### config.mk
export PLATFORM = sky130hd
export DESIGN_NAME = arith_seq_ip
export DESIGN_NICKNAME = d
export VERILOG_FILES = /design/src/rtl/arith_seq_ip.sv
export SDC_FILE = /design/constraint.sdc
export NUM_CORES = 1
export LEC_CHECK = 0
export CAP_MARGIN = 20
export CORE_MARGIN = 10
export CORE_UTILIZATION = 45
export DETAILED_ROUTE_END_ITERATION = 10
export GPL_TIMING_DRIVEN = 0
export HOLD_SLACK_MARGIN = 0.15
export PLACE_DENSITY_LB_ADDON = 0.25
export SYNTH_ARGS = -nofsm -noshare
export SYNTH_HDL_FRONTEND = slang
export SYNTH_SLANG_ARGS = --single-unit
### constraint.sdc
create_clock -name clk -period 3.2 [get_ports clk]
set_input_delay 0.96 -clock clk [delete_from_list [all_inputs] [get_ports clk]]
set_output_delay 0.96 -clock clk [all_outputs]
set_load 0.005 [all_outputs]
### src/rtl/arith_seq_ip.sv
// arith_seq_ip
//   Sequential arithmetic unit on W-bit unsigned operands behind a
//   valid/ready handshake. ADD and SUB complete in one cycle. MUL uses an
//   iterative shift-add datapath, and DIV uses an iterative restoring
//   datapath. Each iterative operation spends W cycles in CALC.
//
// Ports
//   clk, rst         clock and synchronous active-high reset
//   in_valid/ready   operation handshake; A, B, M are latched on accept
//   A, B             W-bit unsigned operands
//   M                mode: 00 ADD, 01 SUB (|A-B|), 10 MUL, 11 DIV
//   out_valid/ready  result handshake; S, Cout, Sr are held until taken
//   S                2W-bit result (DIV: {remainder, quotient})
//   Cout             ADD carry-out
//   Sr               [0] S==0, [1] A<B, [2] divide-by-zero
//
// Build option
//   ARITH_IP_SAT_EN  when defined, an ADD that overflows W bits saturates
//                    to all-ones (zero-extended) with Cout=1.
module arith_seq_ip #(
    parameter int W  = 4,
    parameter int CW = $clog2(W + 1)
) (
    input  logic           clk,
    input  logic           rst,
    input  logic           in_valid,
    output logic           in_ready,
    input  logic [W-1:0]   A,
    input  logic [W-1:0]   B,
    input  logic [1:0]     M,
    output logic           out_valid,
    input  logic           out_ready,
    output logic [2*W-1:0] S,
    output logic           Cout,
    output logic [2:0]     Sr
);

    typedef enum logic [1:0] {IDLE, CALC, DONE} state_t;

    state_t          state;
    logic [CW-1:0]   cnt;
    logic            div_r;     // iterative op is DIV (else MUL)
    logic            lt_r;      // A<B captured at accept
    logic [W-1:0]    b_r;
    logic [2*W-1:0]  mcand_r;   // multiplicand, shifted left each step
    logic [W-1:0]    mplier_r;  // multiplier, shifted right each step
    logic [2*W-1:0]  acc_r;
    logic [W-1:0]    rem_r;
    logic [W-1:0]    quo_r;     // dividend shifts out as quotient shifts in

    // Returns {cout, low W+1 bits of S}.
    function automatic logic [W+1:0] add_op(input logic [W-1:0] a, input logic [W-1:0] b);
        logic [W:0] sum;
        sum = {1'b0, a} + {1'b0, b};
`ifdef ARITH_IP_SAT_EN
        if (sum[W]) return {1'b1, 1'b0, {W{1'b1}}};
`endif
        return {sum[W], sum};
    endfunction

    function automatic logic [W-1:0] abs_diff(input logic [W-1:0] a, input logic [W-1:0] b);
        return (a >= b) ? (a - b) : (b - a);
    endfunction

    function automatic logic [2:0] status(input logic [2*W-1:0] s, input logic lt, input logic dz);
        return {dz, lt, (s == '0)};
    endfunction

    logic [W+1:0]   add_nx;
    logic [2*W-1:0] add_s;
    logic [2*W-1:0] sub_s;
    logic [2*W-1:0] dz_s;
    logic [2*W-1:0] mul_acc_nx;
    logic [W:0]     div_sh;
    logic           div_ge;
    logic [W-1:0]   div_rem_nx;
    logic [W-1:0]   div_quo_nx;
    logic [2*W-1:0] calc_s;

    always_comb begin
        add_nx     = add_op(A, B);
        add_s      = {{(W-1){1'b0}}, add_nx[W:0]};
        sub_s      = {{W{1'b0}}, abs_diff(A, B)};
        dz_s       = {A, {W{1'b1}}};
        mul_acc_nx = acc_r + (mplier_r[0] ? mcand_r : '0);
        // Restoring step: shift next dividend bit into the partial remainder
        // and subtract the divisor only if it fits.
        div_sh     = {rem_r, quo_r[W-1]};
        div_ge     = (div_sh >= {1'b0, b_r});
        div_rem_nx = div_ge ? (div_sh[W-1:0] - b_r) : div_sh[W-1:0];
        div_quo_nx = {quo_r[W-2:0], div_ge};
        calc_s     = div_r ? {div_rem_nx, div_quo_nx} : mul_acc_nx;
    end

    always_ff @(posedge clk) begin
        if (rst) begin
            state     <= IDLE;
            in_ready  <= 1'b1;
            out_valid <= 1'b0;
            S         <= '0;
            Cout      <= 1'b0;
            Sr        <= '0;
            cnt       <= '0;
        end else begin
            case (state)
                IDLE: begin
                    if (in_valid) begin
                        b_r      <= B;
                        div_r    <= M[0];
                        lt_r     <= (A < B);
                        cnt      <= '0;
                        mcand_r  <= {{W{1'b0}}, A};
                        mplier_r <= B;
                        acc_r    <= '0;
                        rem_r    <= '0;
                        quo_r    <= A;
                        in_ready <= 1'b0;
                        case (M)
                            2'b00: begin
                                S         <= add_s;
                                Cout      <= add_nx[W+1];
                                Sr        <= status(add_s, (A < B), 1'b0);
                                out_valid <= 1'b1;
                                state     <= DONE;
                            end
                            2'b01: begin
                                S         <= sub_s;
                                Cout      <= 1'b0;
                                Sr        <= status(sub_s, (A < B), 1'b0);
                                out_valid <= 1'b1;
                                state     <= DONE;
                            end
                            default: begin
                                if (M[0] && (B == '0)) begin
                                    // Divide by zero short-circuits the iteration.
                                    S         <= dz_s;
                                    Cout      <= 1'b0;
                                    Sr        <= status(dz_s, (A < B), 1'b1);
                                    out_valid <= 1'b1;
                                    state     <= DONE;
                                end else begin
                                    state <= CALC;
                                end
                            end
                        endcase
                    end
                end
                CALC: begin
                    cnt <= cnt + CW'(1);
                    if (div_r) begin
                        rem_r <= div_rem_nx;
                        quo_r <= div_quo_nx;
                    end else begin
                        acc_r    <= mul_acc_nx;
                        mcand_r  <= mcand_r << 1;
                        mplier_r <= mplier_r >> 1;
                    end
                    // Final iteration result is captured straight into S.
                    if (cnt == CW'(W - 1)) begin
                        S         <= calc_s;
                        Cout      <= 1'b0;
                        Sr        <= status(calc_s, lt_r, 1'b0);
                        out_valid <= 1'b1;
                        state     <= DONE;
                    end
                end
                DONE: begin
                    if (out_ready) begin
                        out_valid <= 1'b0;
                        in_ready  <= 1'b1;
                        state     <= IDLE;
                    end
                end
                default: begin
                    state <= IDLE;
                end
            endcase
        end
    end

endmodule

==> impl_metrics.py, run 1 <==
metrics = {
    "run_status": {
        "outcome": "completed",
    },
    "worst_setup_path": {
        "worst-path-max-fanout": 6,
        "worst_path_max_delay_cell": "sky130_fd_sc_hd__clkdlybuf4s50_1",
        "worst_setup_path_end_kind": "flop",
        "cp_top_family": "buffers and inverters",
        "critical_path.max_stage_delay_ns": 0.60,
        "crit_buf_inv": 3,
        "crit_path_cells": "clkdlybuf4s50_1 -> inv_1 -> fa_1 -> nor2_1 -> a222oi_1 -> buf_4 -> a21oi_1 -> mux2i_1 -> a221o_1 -> a21oi_1",
        "required_time_of_the_critical_path_ns": 3.44,
        "cp.arrival_ns": 3.31,
        "setup.worst_path.start_class": "input port",
        "ws_path_type": "in -> reg",
        "worst_path_most_repeated_cell": "sky130_fd_sc_hd__a21oi_1",
    },
    "floorplan": {
        "die-height_microns": 108,
        "design.portCount": 28,
        "std_cell_rows": 31,
        "dieWidth_microns": 108,
        "std_cell_core_area_sq_um": 7370,
        "start_util": 0.471,
        "dieArea_sq_um": 11600,
    },
    "grt": {
        "grt_antenna_before_repair": 0,
        "pin_count_of_the_biggest_net_entering_global_routing": 16,
        "grt.overflow.total": 0,
        "first_global_vias": 2816,
        "wire_length_of_the_first_global_routing_pass_mm": 13.8,
        "gr-usage-all-layers": 0.146,
    },
    "sta": {
        "worst_margin_slew_ns": 1.01,
        "fin_worst_skew_ns": 0.00691,
        "grt_setup_unrepaired": "no",
        "setup_ws_ns": 0.134,
        "final.hold.worst_slack_ns": 0.458,
        "clock.fmax_ghz": 0.326,
        "final.period_utilization": 0.958,
        "finalSetupViolations": 0,
        "drv_slew": 0,
        "finalHoldViolations": 0,
        "relSlewSlack": 0.318,
        "post-route-min-period_ns": 3.07,
    },
    "logic_synthesis": {
        "post-synth-top-area-cell": "sky130_fd_sc_hd__edfxtp_1",
        "synthFlopType": "sky130_fd_sc_hd__edfxtp_1",
        "postSynth.asyncResetShare": 0,
        "synthSimpleGateAreaFrac": 0.199,
        "synth.net_count": 410,
        "postSynthCellCount": 366,
        "synth.cell_area_sq_um": 3470,
        "synth_compound_area_frac": 0.180,
        "synth_enable_flop_cells": 34,
        "ys.warnings.count": 0,
        "yosysTopAreaCellShare": 0.294,
        "synth_cell_types": 67,
        "synth_seq_area_share": 0.404,
        "synth_top_family_by_area": "simple AND/OR/NAND/NOR gates",
        "synth.ff_latch_count": 53,
        "synth.avg_cell_area_sq_um": 9.49,
        "mux_cell_area_share_after_synthesis": 0.0166,
        "synthXorXnorAreaFrac": 0.0227,
        "netlist_top_cells_count": "46 x sky130_fd_sc_hd__nor2_1, 36 x sky130_fd_sc_hd__nand2_1, 34 x sky130_fd_sc_hd__edfxtp_1",
        "synth_area_leaders": "sky130_fd_sc_hd__edfxtp_1 29%, sky130_fd_sc_hd__dfxtp_1 11%, sky130_fd_sc_hd__ha_1 9.0%",
        "synth.most_common_cell": "sky130_fd_sc_hd__nor2_1",
        "synth_adder_area_share": 0.119,
    },
    "cells_and_area": {
        "antenna_cells": 0,
        "utilization": 0.543,
        "design.final.nets": 447,
        "layout.filler_cells": 697,
        "syn2layout_area_growth_pct": 15.2,
        "finish.instance_area_sq_um": 4000,
        "final_layout_size_suffix_gt1_frac": 0.109,
    },
    "power_and_ir_drop": {
        "pd_cells_nw_per_um2": 404,
        "vdd_drop_max_uv": 190,
        "power.static_leakage_nw": 1.58,
    },
    "clocking": {
        "holdBufCountCts": 0,
        "clockBufferDepth": 2,
        "clock_tree.root_cell": "sky130_fd_sc_hd__clkbuf_8",
        "tritoncts.num_buffers": 5,
        "cts.sinks": 53,
        "cts_tree": "done",
        "clkTransAtPathRegs_ns": 0.10,
        "number_of_levels_the_h_tree_was_split_into": 2,
        "clk-insertion-delay-late_ns": 0.30,
    },
    "worst_hold_path": {
        "hold_path_class": "reg -> reg",
    },
    "routing": {
        "detail_route.wl_per_cell_microns": 16.8,
        "route.vias.total": 2812,
        "antenna_violating_nets_post_route": 0,
        "detailedRoute.firstPassIterationCount": 5,
        "post-route-drc-count": 0,
        "wirelength_mm": 8.46,
        "drt-vias-per-instance": 5.59,
        "number_of_violations_reported_at_the_end_of_detailed_routing_iteration_0": 213,
    },
    "job": {
        "maxCapViolCount": 0,
    },
    "place": {
        "detailedPlacementHpwl_mm": 6.55,
        "port_buffers": 27,
        "gp_congestion": 0.869,
        "placement.cell_area_sq_um": 3890,
        "dpl_worst_slack_ns": -0.465,
    },
}
kinds of logic (layout without fill, tap and decap cells):
logic type | count (synthesis) | after routing
buffers and inverters | 42 | 80
multiplexers | 5 | 5
XOR/XNOR | 9 | 9
flip-flops | 53 | 53
AND/OR/NAND/NOR | 140 | 140
adder cells (fa/ha/maj) | 30 | 30
AO/OA/AOI/OAI | 87 | 87
area by class of cell:
cell class	count	area (sq um)	area share
multi-input combinational	271	1890	0.471
sequential	53	1400	0.350
timing repair buffer	30	303	0.0757
tap	99	124	0.0310
buffer	18	115	0.0288
inverter	24	90.1	0.0225
clock buffer	6	72.6	0.0181
clock inverter	2	10.0	0.00250
layer usage:
layer / vias to the layer above / global-route usage / wire (microns)
met3: 6 / 0.0281 / 501
met4: 0 / 0.0229 / 47
met5: - / 0 / 0
met1: 1348 / 0.181 / 3790
li1: 1374 / - / -
met2: 84 / 0.258 / 4120
metrics by stage:
stage | TNS (ns) | total power, mW | std cells
6_report | 0 | 1.62 | 503
2_1_floorplan | 0 | 1.11 | 366
3_5_place_dp | -1.43 | 1.25 | 494
4_1_cts | 0 | 1.62 | 503
5_1_grt | 0 | 1.70 | 503
3_3_place_gp | -23.46 | 1.24 | 492
tightest hold or removal path: stages (launching register included):
cell and delay [ns]:
sky130_fd_sc_hd__dfxtp_1 0.32, sky130_fd_sc_hd__nand2_1 0.05, sky130_fd_sc_hd__a21oi_1 0.05
report_power, final:
group	internal [mW]	total [mW]	switching, mW
clock	0.152	0.370	0.217
combinational	0.188	0.446	0.258
sequential	0.778	0.800	0.0226
cell usage in the layout (no fill, tap or decap), types with 4 or more instances in the layout:
cell | Yosys | layout
sky130_fd_sc_hd__nor2_1 | 46 | 46
sky130_fd_sc_hd__nand2_1 | 36 | 36
sky130_fd_sc_hd__edfxtp_1 | 34 | 34
sky130_fd_sc_hd__ha_1 | 25 | 24
sky130_fd_sc_hd__inv_1 | 24 | 23
sky130_fd_sc_hd__clkdlybuf4s50_1 | 0 | 21
sky130_fd_sc_hd__a21oi_1 | 20 | 20
sky130_fd_sc_hd__dfxtp_1 | 19 | 19
sky130_fd_sc_hd__and2_1 | 12 | 12
sky130_fd_sc_hd__o21ai_0 | 9 | 9
sky130_fd_sc_hd__nor3_1 | 10 | 9
sky130_fd_sc_hd__nand3_1 | 8 | 8
sky130_fd_sc_hd__o21bai_1 | 7 | 7
sky130_fd_sc_hd__clkbuf_1 | 5 | 6
sky130_fd_sc_hd__clkbuf_8 | 1 | 6
sky130_fd_sc_hd__o21ai_1 | 6 | 6
sky130_fd_sc_hd__buf_6 | 4 | 5
sky130_fd_sc_hd__xor2_1 | 5 | 5
sky130_fd_sc_hd__fa_1 | 5 | 5
sky130_fd_sc_hd__buf_2 | 3 | 4
sky130_fd_sc_hd__buf_1 | 4 | 4
sky130_fd_sc_hd__o21a_1 | 4 | 4
sky130_fd_sc_hd__xnor2_1 | 4 | 4
sky130_fd_sc_hd__or3_1 | 4 | 4
sky130_fd_sc_hd__o211ai_1 | 4 | 4
sky130_fd_sc_hd__a311oi_1 | 4 | 4
sky130_fd_sc_hd__dlymetal6s2s_1 | 0 | 4
timing repair:
action                                  4_1_cts  5_1_grt
setup buffers                                 1        0
pin swaps                                     1        2
endpoints found under the setup margin        3        3
resized for setup                             3        9
state kept, by name (all words and copies together) (netlist names):
register   cells
in_ready       1
mcand_r        8
state          2
out_valid      1
b_r            4
quo_r          4
div_r          1
acc_r          8
S              8
cnt            3
Sr             3
mplier_r       4
rem_r          4
lt_r           1
Cout           1
final timing paths:
kind                                  start  endpoint  slack (ns)  cells after the start
worst max-delay path                   B[1]      S[2]        0.13                     10
worst min-delay path                   S[0]      S[0]        0.46                      2
worst max register to register  mplier_r[0]     Sr[0]        0.54                     11
worst min register to register         S[0]      S[0]        0.46                      2
Power figures use the tool's default switching activity.
==> run 2, diff against run 1 <==
--- a/config.mk
+++ b/config.mk
@@ -6,8 +6,10 @@
 export NUM_CORES = 1
 export LEC_CHECK = 0
 export CAP_MARGIN = 20
+export CORE_ASPECT_RATIO = 1.1
 export CORE_MARGIN = 10
 export CORE_UTILIZATION = 45
+export CTS_CLUSTER_DIAMETER = 60
 export DETAILED_ROUTE_END_ITERATION = 10
 export GPL_TIMING_DRIVEN = 0
 export HOLD_SLACK_MARGIN = 0.15
==> impl_metrics.py, run 2 (same netlist as run 1, synthesis figures left out) <==
metrics = {
    "grt": {
        "grt.overflow.total": 0,
        "gr-usage-all-layers": 0.148,
        "pin_count_of_the_biggest_net_entering_global_routing": 16,
        "grt_antenna_before_repair": 0,
        "wire_length_of_the_first_global_routing_pass_mm": 14.3,
        "first_global_vias": 2847,
    },
    "cells_and_area": {
        "syn2layout_area_growth_pct": 15.8,
        "layout.filler_cells": 738,
        "antenna_cells": 0,
        "finalNonFillerCells": 509,
        "design.final.nets": 447,
        "reg.largest.list": "S: 8 flops, acc_r: 8 flops, mcand_r: 8 flops",
        "final_layout_size_suffix_gt1_frac": 0.101,
        "mostFrequentLayoutCell": "sky130_fd_sc_hd__nor2_1",
        "top_library_cells_by_usage_in_the_layout_fill_and_taps_aside": "46 x sky130_fd_sc_hd__nor2_1, 36 x sky130_fd_sc_hd__nand2_1, 34 x sky130_fd_sc_hd__edfxtp_1",
        "finish.instance_area_sq_um": 4020,
    },
    "floorplan": {
        "design.portCount": 28,
        "std_cell_core_area_sq_um": 7470,
        "dieWidth_microns": 104,
        "std_cell_rows": 33,
        "start_util": 0.465,
        "dieArea_sq_um": 11600,
        "die-height_microns": 112,
    },
    "worst_setup_path": {
        "rr_worst_depth": 11,
        "cp_top_family": "compound AO/OA/AOI/OAI gates",
        "worst-path-stages": 10,
        "worst_setup_path_end_kind": "flop",
        "setup_slack_of_the_worst_register_to_register_path_ns": 0.52,
        "crit_path_cells": "clkdlybuf4s50_1 -> ha_1 -> buf_6 -> and3b_2 -> or3_4 -> o211ai_2 -> o311ai_4 -> a211oi_2 -> o21ai_1 -> o21ai_0",
        "worst-path-max-fanout": 9,
        "ws_path_type": "in -> reg",
        "rr_startpoint": "mplier_r[0]",
        "critical_path.max_stage_delay_ns": 0.50,
        "required_time_of_the_critical_path_ns": 3.44,
        "worstSetupEndpoint": "Sr[0]",
        "worstReg2RegEnd": "Sr[0]",
        "startpoint": "A[3]",
        "worst_path_max_delay_cell": "sky130_fd_sc_hd__clkdlybuf4s50_1",
        "cp.arrival_ns": 3.33,
        "crit_buf_inv": 2,
        "setup.worst_path.start_class": "input port",
    },
    "sta": {
        "grt_setup_unrepaired": "no",
        "final.period_utilization": 0.964,
        "final.hold.worst_slack_ns": 0.465,
        "post-route-min-period_ns": 3.08,
        "finalSetupViolations": 0,
        "fin_tns_setup_ns": 0,
        "fin_worst_skew_ns": 0.0131,
        "worst_margin_slew_ns": 1.04,
        "drv_slew": 0,
        "finalHoldViolations": 0,
        "relSlewSlack": 0.301,
        "clock.fmax_ghz": 0.324,
    },
    "routing": {
        "detailedRoute.firstPassIterationCount": 4,
        "detail_route.wl_per_cell_microns": 17.1,
        "post-route-drc-count": 0,
        "drt-vias-per-instance": 5.49,
        "route.vias.total": 2793,
        "wirelength_mm": 8.73,
        "antenna_violating_nets_post_route": 0,
        "number_of_violations_reported_at_the_end_of_detailed_routing_iteration_0": 146,
    },
    "job": {
        "maxCapViolCount": 0,
    },
    "place": {
        "gp_congestion": 0.877,
        "detailedPlacementHpwl_mm": 6.80,
        "dp_cells": 500,
        "placement.cell_area_sq_um": 3890,
        "port_buffers": 27,
    },
    "worst_hold_path": {
        "hold_path_class": "reg -> reg",
    },
    "power_and_ir_drop": {
        "pwr-share-clk": 0.256,
        "comb_power_share": 0.267,
        "cellInternalPower_mw": 1.17,
        "switching_share": 0.305,
        "seq_power_share": 0.478,
        "vdd_drop_max_uv": 177,
        "total_switching_power_uw": 511,
        "pd_cells_nw_per_um2": 417,
        "power.static_leakage_nw": 1.58,
    },
    "clocking": {
        "number_of_levels_the_h_tree_was_split_into": 2,
        "clock_tree.root_cell": "sky130_fd_sc_hd__clkbuf_8",
        "clockBufferDepth": 2,
        "holdBufCountCts": 0,
        "cts_tree": "done",
        "cts.sinks": 53,
        "clk-insertion-delay-late_ns": 0.31,
        "clkTransAtPathRegs_ns": 0.11,
        "tritoncts.num_buffers": 5,
    },
    "run_status": {
        "outcome": "completed",
    },
}
==> run 2: worst min-delay path, cell delays in order, from the launching register on <==
cell,delay [ns]
sky130_fd_sc_hd__dfxtp_1,0.33
sky130_fd_sc_hd__nand2_1,0.05
sky130_fd_sc_hd__a21oi_1,0.05
==> run 2: power by group through the flow <==
| stage | combinational, mW | clock (mW) | sequential, mW |
|---|---|---|---|
| floorplan | 0.294 | 0 | 0.811 |
| global placement | 0.425 | 0 | 0.816 |
| detailed placement | 0.437 | 0 | 0.817 |
| CTS | 0.442 | 0.437 | 0.801 |
| global route | 0.494 | 0.456 | 0.806 |
| finish | 0.447 | 0.429 | 0.801 |
==> run 2: timing repair <==
item	4_1_cts	5_1_grt
pin swaps	1	2
setup buffers	1	0
gates resized for setup	3	6
endpoints found under the setup margin	3	3
==> run 2: area by class of cell <==
| type | instances | area [sq um] | area share |
|---|---|---|---|
| plain buffers | 18 | 115 | 0.0286 |
| clock buffers | 7 | 97.6 | 0.0243 |
| clock inverters | 1 | 3.75 | 0.000933 |
| inverters | 24 | 90.1 | 0.0224 |
| multi-input cells | 271 | 1890 | 0.469 |
| flip-flops and latches | 53 | 1400 | 0.348 |
| well taps | 105 | 131 | 0.0327 |
| repair buffers | 30 | 295 | 0.0734 |
==> run 2: routing by layer <==
metal	global-route usage	part of all wire
met4	0.0501	0.025
met1	0.167	0.41
met2	0.266	0.51
met3	0.0355	0.055
met5	0	0
==> run 2: how the worst min path moves through the flow <==
stage / from / to / depth (start not counted)
final: S[0] / S[0] / 2
after detailed placement: S[0] / S[0] / 2
after global routing: S[0] / S[0] / 2
after CTS: S[0] / S[0] / 2
after floorplan: Cout / Cout / 2
after global placement: S[0] / S[0] / 2
==> run 2: per-stage QoR <==
step | total power, mW | setup WS (ns) | utilization
2_1_floorplan | 1.11 | 0.198 | -
3_3_place_gp | 1.24 | -1.16 | 0.518
3_5_place_dp | 1.25 | -0.503 | 0.521
4_1_cts | 1.68 | 0.0166 | 0.535
5_1_grt | 1.76 | 0.00780 | 0.538
6_report | 1.68 | 0.115 | 0.538
==> run 3, diff against run 2 <==
--- a/config.mk
+++ b/config.mk
@@ -6,12 +6,10 @@
 export NUM_CORES = 1
 export LEC_CHECK = 0
 export CAP_MARGIN = 20
-export CORE_ASPECT_RATIO = 1.1
 export CORE_MARGIN = 10
 export CORE_UTILIZATION = 45
 export CTS_CLUSTER_DIAMETER = 60
 export DETAILED_ROUTE_END_ITERATION = 10
-export GPL_TIMING_DRIVEN = 0
 export HOLD_SLACK_MARGIN = 0.15
 export PLACE_DENSITY_LB_ADDON = 0.25
 export SYNTH_ARGS = -nofsm -noshare
==> impl_metrics.py, run 3 (same netlist as run 1, synthesis figures left out) <==
metrics = {
    "grt": {
        "wire_length_of_the_first_global_routing_pass_mm": 14.2,
        "gr-usage-all-layers": 0.150,
        "pin_count_of_the_biggest_net_entering_global_routing": 29,
        "grt_antenna_before_repair": 0,
        "first_global_vias": 2880,
        "grt.overflow.total": 0,
    },
    "cells_and_area": {
        "final_layout_size_suffix_gt1_frac": 0.155,
        "regArea_sq_um": 1400,
        "layout.filler_cells": 678,
        "mostFrequentLayoutCell": "sky130_fd_sc_hd__nor2_1",
        "reg.largest.list": "S: 8 flops, acc_r: 8 flops, mcand_r: 8 flops",
        "finalNonFillerCells": 518,
        "multi_input_comb_area_sq_um": 1870,
        "antenna_cells": 0,
        "utilization": 0.559,
        "top_library_cells_by_usage_in_the_layout_fill_and_taps_aside": "46 x sky130_fd_sc_hd__nor2_1, 36 x sky130_fd_sc_hd__nand2_1, 36 x sky130_fd_sc_hd__buf_4",
        "finish.instance_area_sq_um": 4120,
        "design.final.nets": 462,
        "syn2layout_area_growth_pct": 18.6,
    },
    "sta": {
        "final.hold.worst_slack_ns": 0.460,
        "finalSetupViolations": 0,
        "fin_worst_skew_ns": 0.0155,
        "drv_slew": 0,
        "grt_setup_unrepaired": "no",
        "worst_margin_slew_ns": 0.623,
        "post-route-min-period_ns": 3.07,
        "clock.fmax_ghz": 0.325,
        "relSlewSlack": 0.583,
        "final.period_utilization": 0.960,
        "finalHoldViolations": 0,
        "setup_ws_ns": 0.128,
        "fin_tns_setup_ns": 0,
    },
    "clocking": {
        "clock_tree.root_cell": "sky130_fd_sc_hd__clkbuf_8",
        "number_of_levels_the_h_tree_was_split_into": 2,
        "tritoncts.num_buffers": 5,
        "clkTransAtPathRegs_ns": 0.11,
        "cts.sinks": 53,
        "clk-insertion-delay-late_ns": 0.31,
        "cts_tree": "done",
        "clockBufferDepth": 2,
    },
    "worst_hold_path": {
        "min_path_cells": 2,
        "worst_hold_path.endpoint": "S[0]",
        "hold_path_class": "reg -> reg",
        "min_from": "S[0]",
    },
    "worst_setup_path": {
        "setup_slack_of_the_worst_register_to_register_path_ns": 0.53,
        "worstReg2RegEnd": "S[6]",
        "worst_path_max_delay_cell": "sky130_fd_sc_hd__clkdlybuf4s50_1",
        "cp.arrival_ns": 3.33,
        "critical_path.max_stage_delay_ns": 0.54,
        "crit_buf_inv": 4,
        "worst_setup_path_end_kind": "flop",
        "required_time_of_the_critical_path_ns": 3.46,
        "cp_top_family": "buffers and inverters",
        "rr_worst_depth": 11,
        "crit_path_cells": "clkdlybuf4s50_1 -> buf_4 -> inv_1 -> ha_1 -> fa_1 -> nor2_1 -> a222oi_1 -> buf_4 -> a21oi_1 -> mux2i_1 -> a221o_1 -> a21oi_1",
        "rr_startpoint": "mplier_r[0]",
        "setup.worst_path.start_class": "input port",
        "ws_path_type": "in -> reg",
        "worst-path-max-fanout": 3,
    },
    "place": {
        "dp_cells": 509,
        "dpl_worst_slack_ns": -0.228,
        "gp_congestion": 0.921,
        "placement.cell_area_sq_um": 4020,
        "detailedPlacementHpwl_mm": 6.54,
        "port_buffers": 27,
    },
    "floorplan": {
        "dieWidth_microns": 108,
        "std_cell_core_area_sq_um": 7370,
        "std_cell_rows": 31,
        "start_util": 0.471,
        "design.portCount": 28,
        "dieArea_sq_um": 11600,
        "die-height_microns": 108,
    },
    "run_status": {
        "outcome": "completed",
    },
    "power_and_ir_drop": {
        "vdd_drop_max_uv": 190,
        "totalPowerFinal_mw": 1.66,
        "power.static_leakage_nw": 1.65,
        "pd_cells_nw_per_um2": 403,
    },
    "routing": {
        "drt-vias-per-instance": 5.53,
        "wirelength_mm": 8.47,
        "detailedRoute.firstPassIterationCount": 4,
        "antenna_violating_nets_post_route": 0,
        "number_of_violations_reported_at_the_end_of_detailed_routing_iteration_0": 119,
        "post-route-drc-count": 0,
        "route.vias.total": 2866,
        "detail_route.wl_per_cell_microns": 16.3,
    },
    "job": {
        "maxCapViolCount": 0,
    },
}
## run 3: worst register-to-register path, delay by kind of cell (launching register included)
family                   cells  cell delay [ns]
flip-flops                   1             0.48
buffers and inverters        1             0.06
AND/OR/NAND/NOR              3             0.46
AO/OA/AOI/OAI                5             1.02
adder cells (fa/ha/maj)      2             0.56
## run 3: final cells by class
cell class | count | share of cell area
repair buffers | 63 | 0.131
inverters | 24 | 0.0219
multi-input cells | 271 | 0.455
clock inverters | 2 | 0.00304
flip-flops and latches | 53 | 0.340
well taps | 99 | 0.0301
clock buffers | 6 | 0.0185
## run 3: worst max path at each step
stage / startpoint / end / slack [ns] / cells past startpoint
after floorplan: in_valid / acc_r[0] / 0.20 / 3
after detailed placement: A[0] / S[3] / -0.23 / 10
after global placement: A[0] / S[3] / -0.14 / 10
after CTS: A[0] / S[3] / 0.12 / 10
after global routing: A[0] / S[3] / 0.01 / 10
final: B[0] / S[2] / 0.13 / 12
## run 3: layer usage
layer  vias up  wire length [microns]  global-route usage  part of all wire
met5         -                      0                   0                 0
met4         0                    193              0.0525             0.023
met2        76                   4030               0.244              0.48
met3        20                    511              0.0449             0.060
met1      1359                   3740               0.184              0.44
li1       1411                      -                   -                 -
## run 3: what timing repair did
item / in CTS / in global routing
hold buffers: 0 / 0
gates resized for setup: 0 / 1
setup buffers: 0 / 1
setup endpoints to repair: 0 / 2
## run 3: power breakdown
group / switching [mW] / leakage [nW] / internal, mW
registers: 0.0284 / 0.477 / 0.778
logic: 0.252 / 1.13 / 0.207
clock network: 0.228 / 0.0495 / 0.165
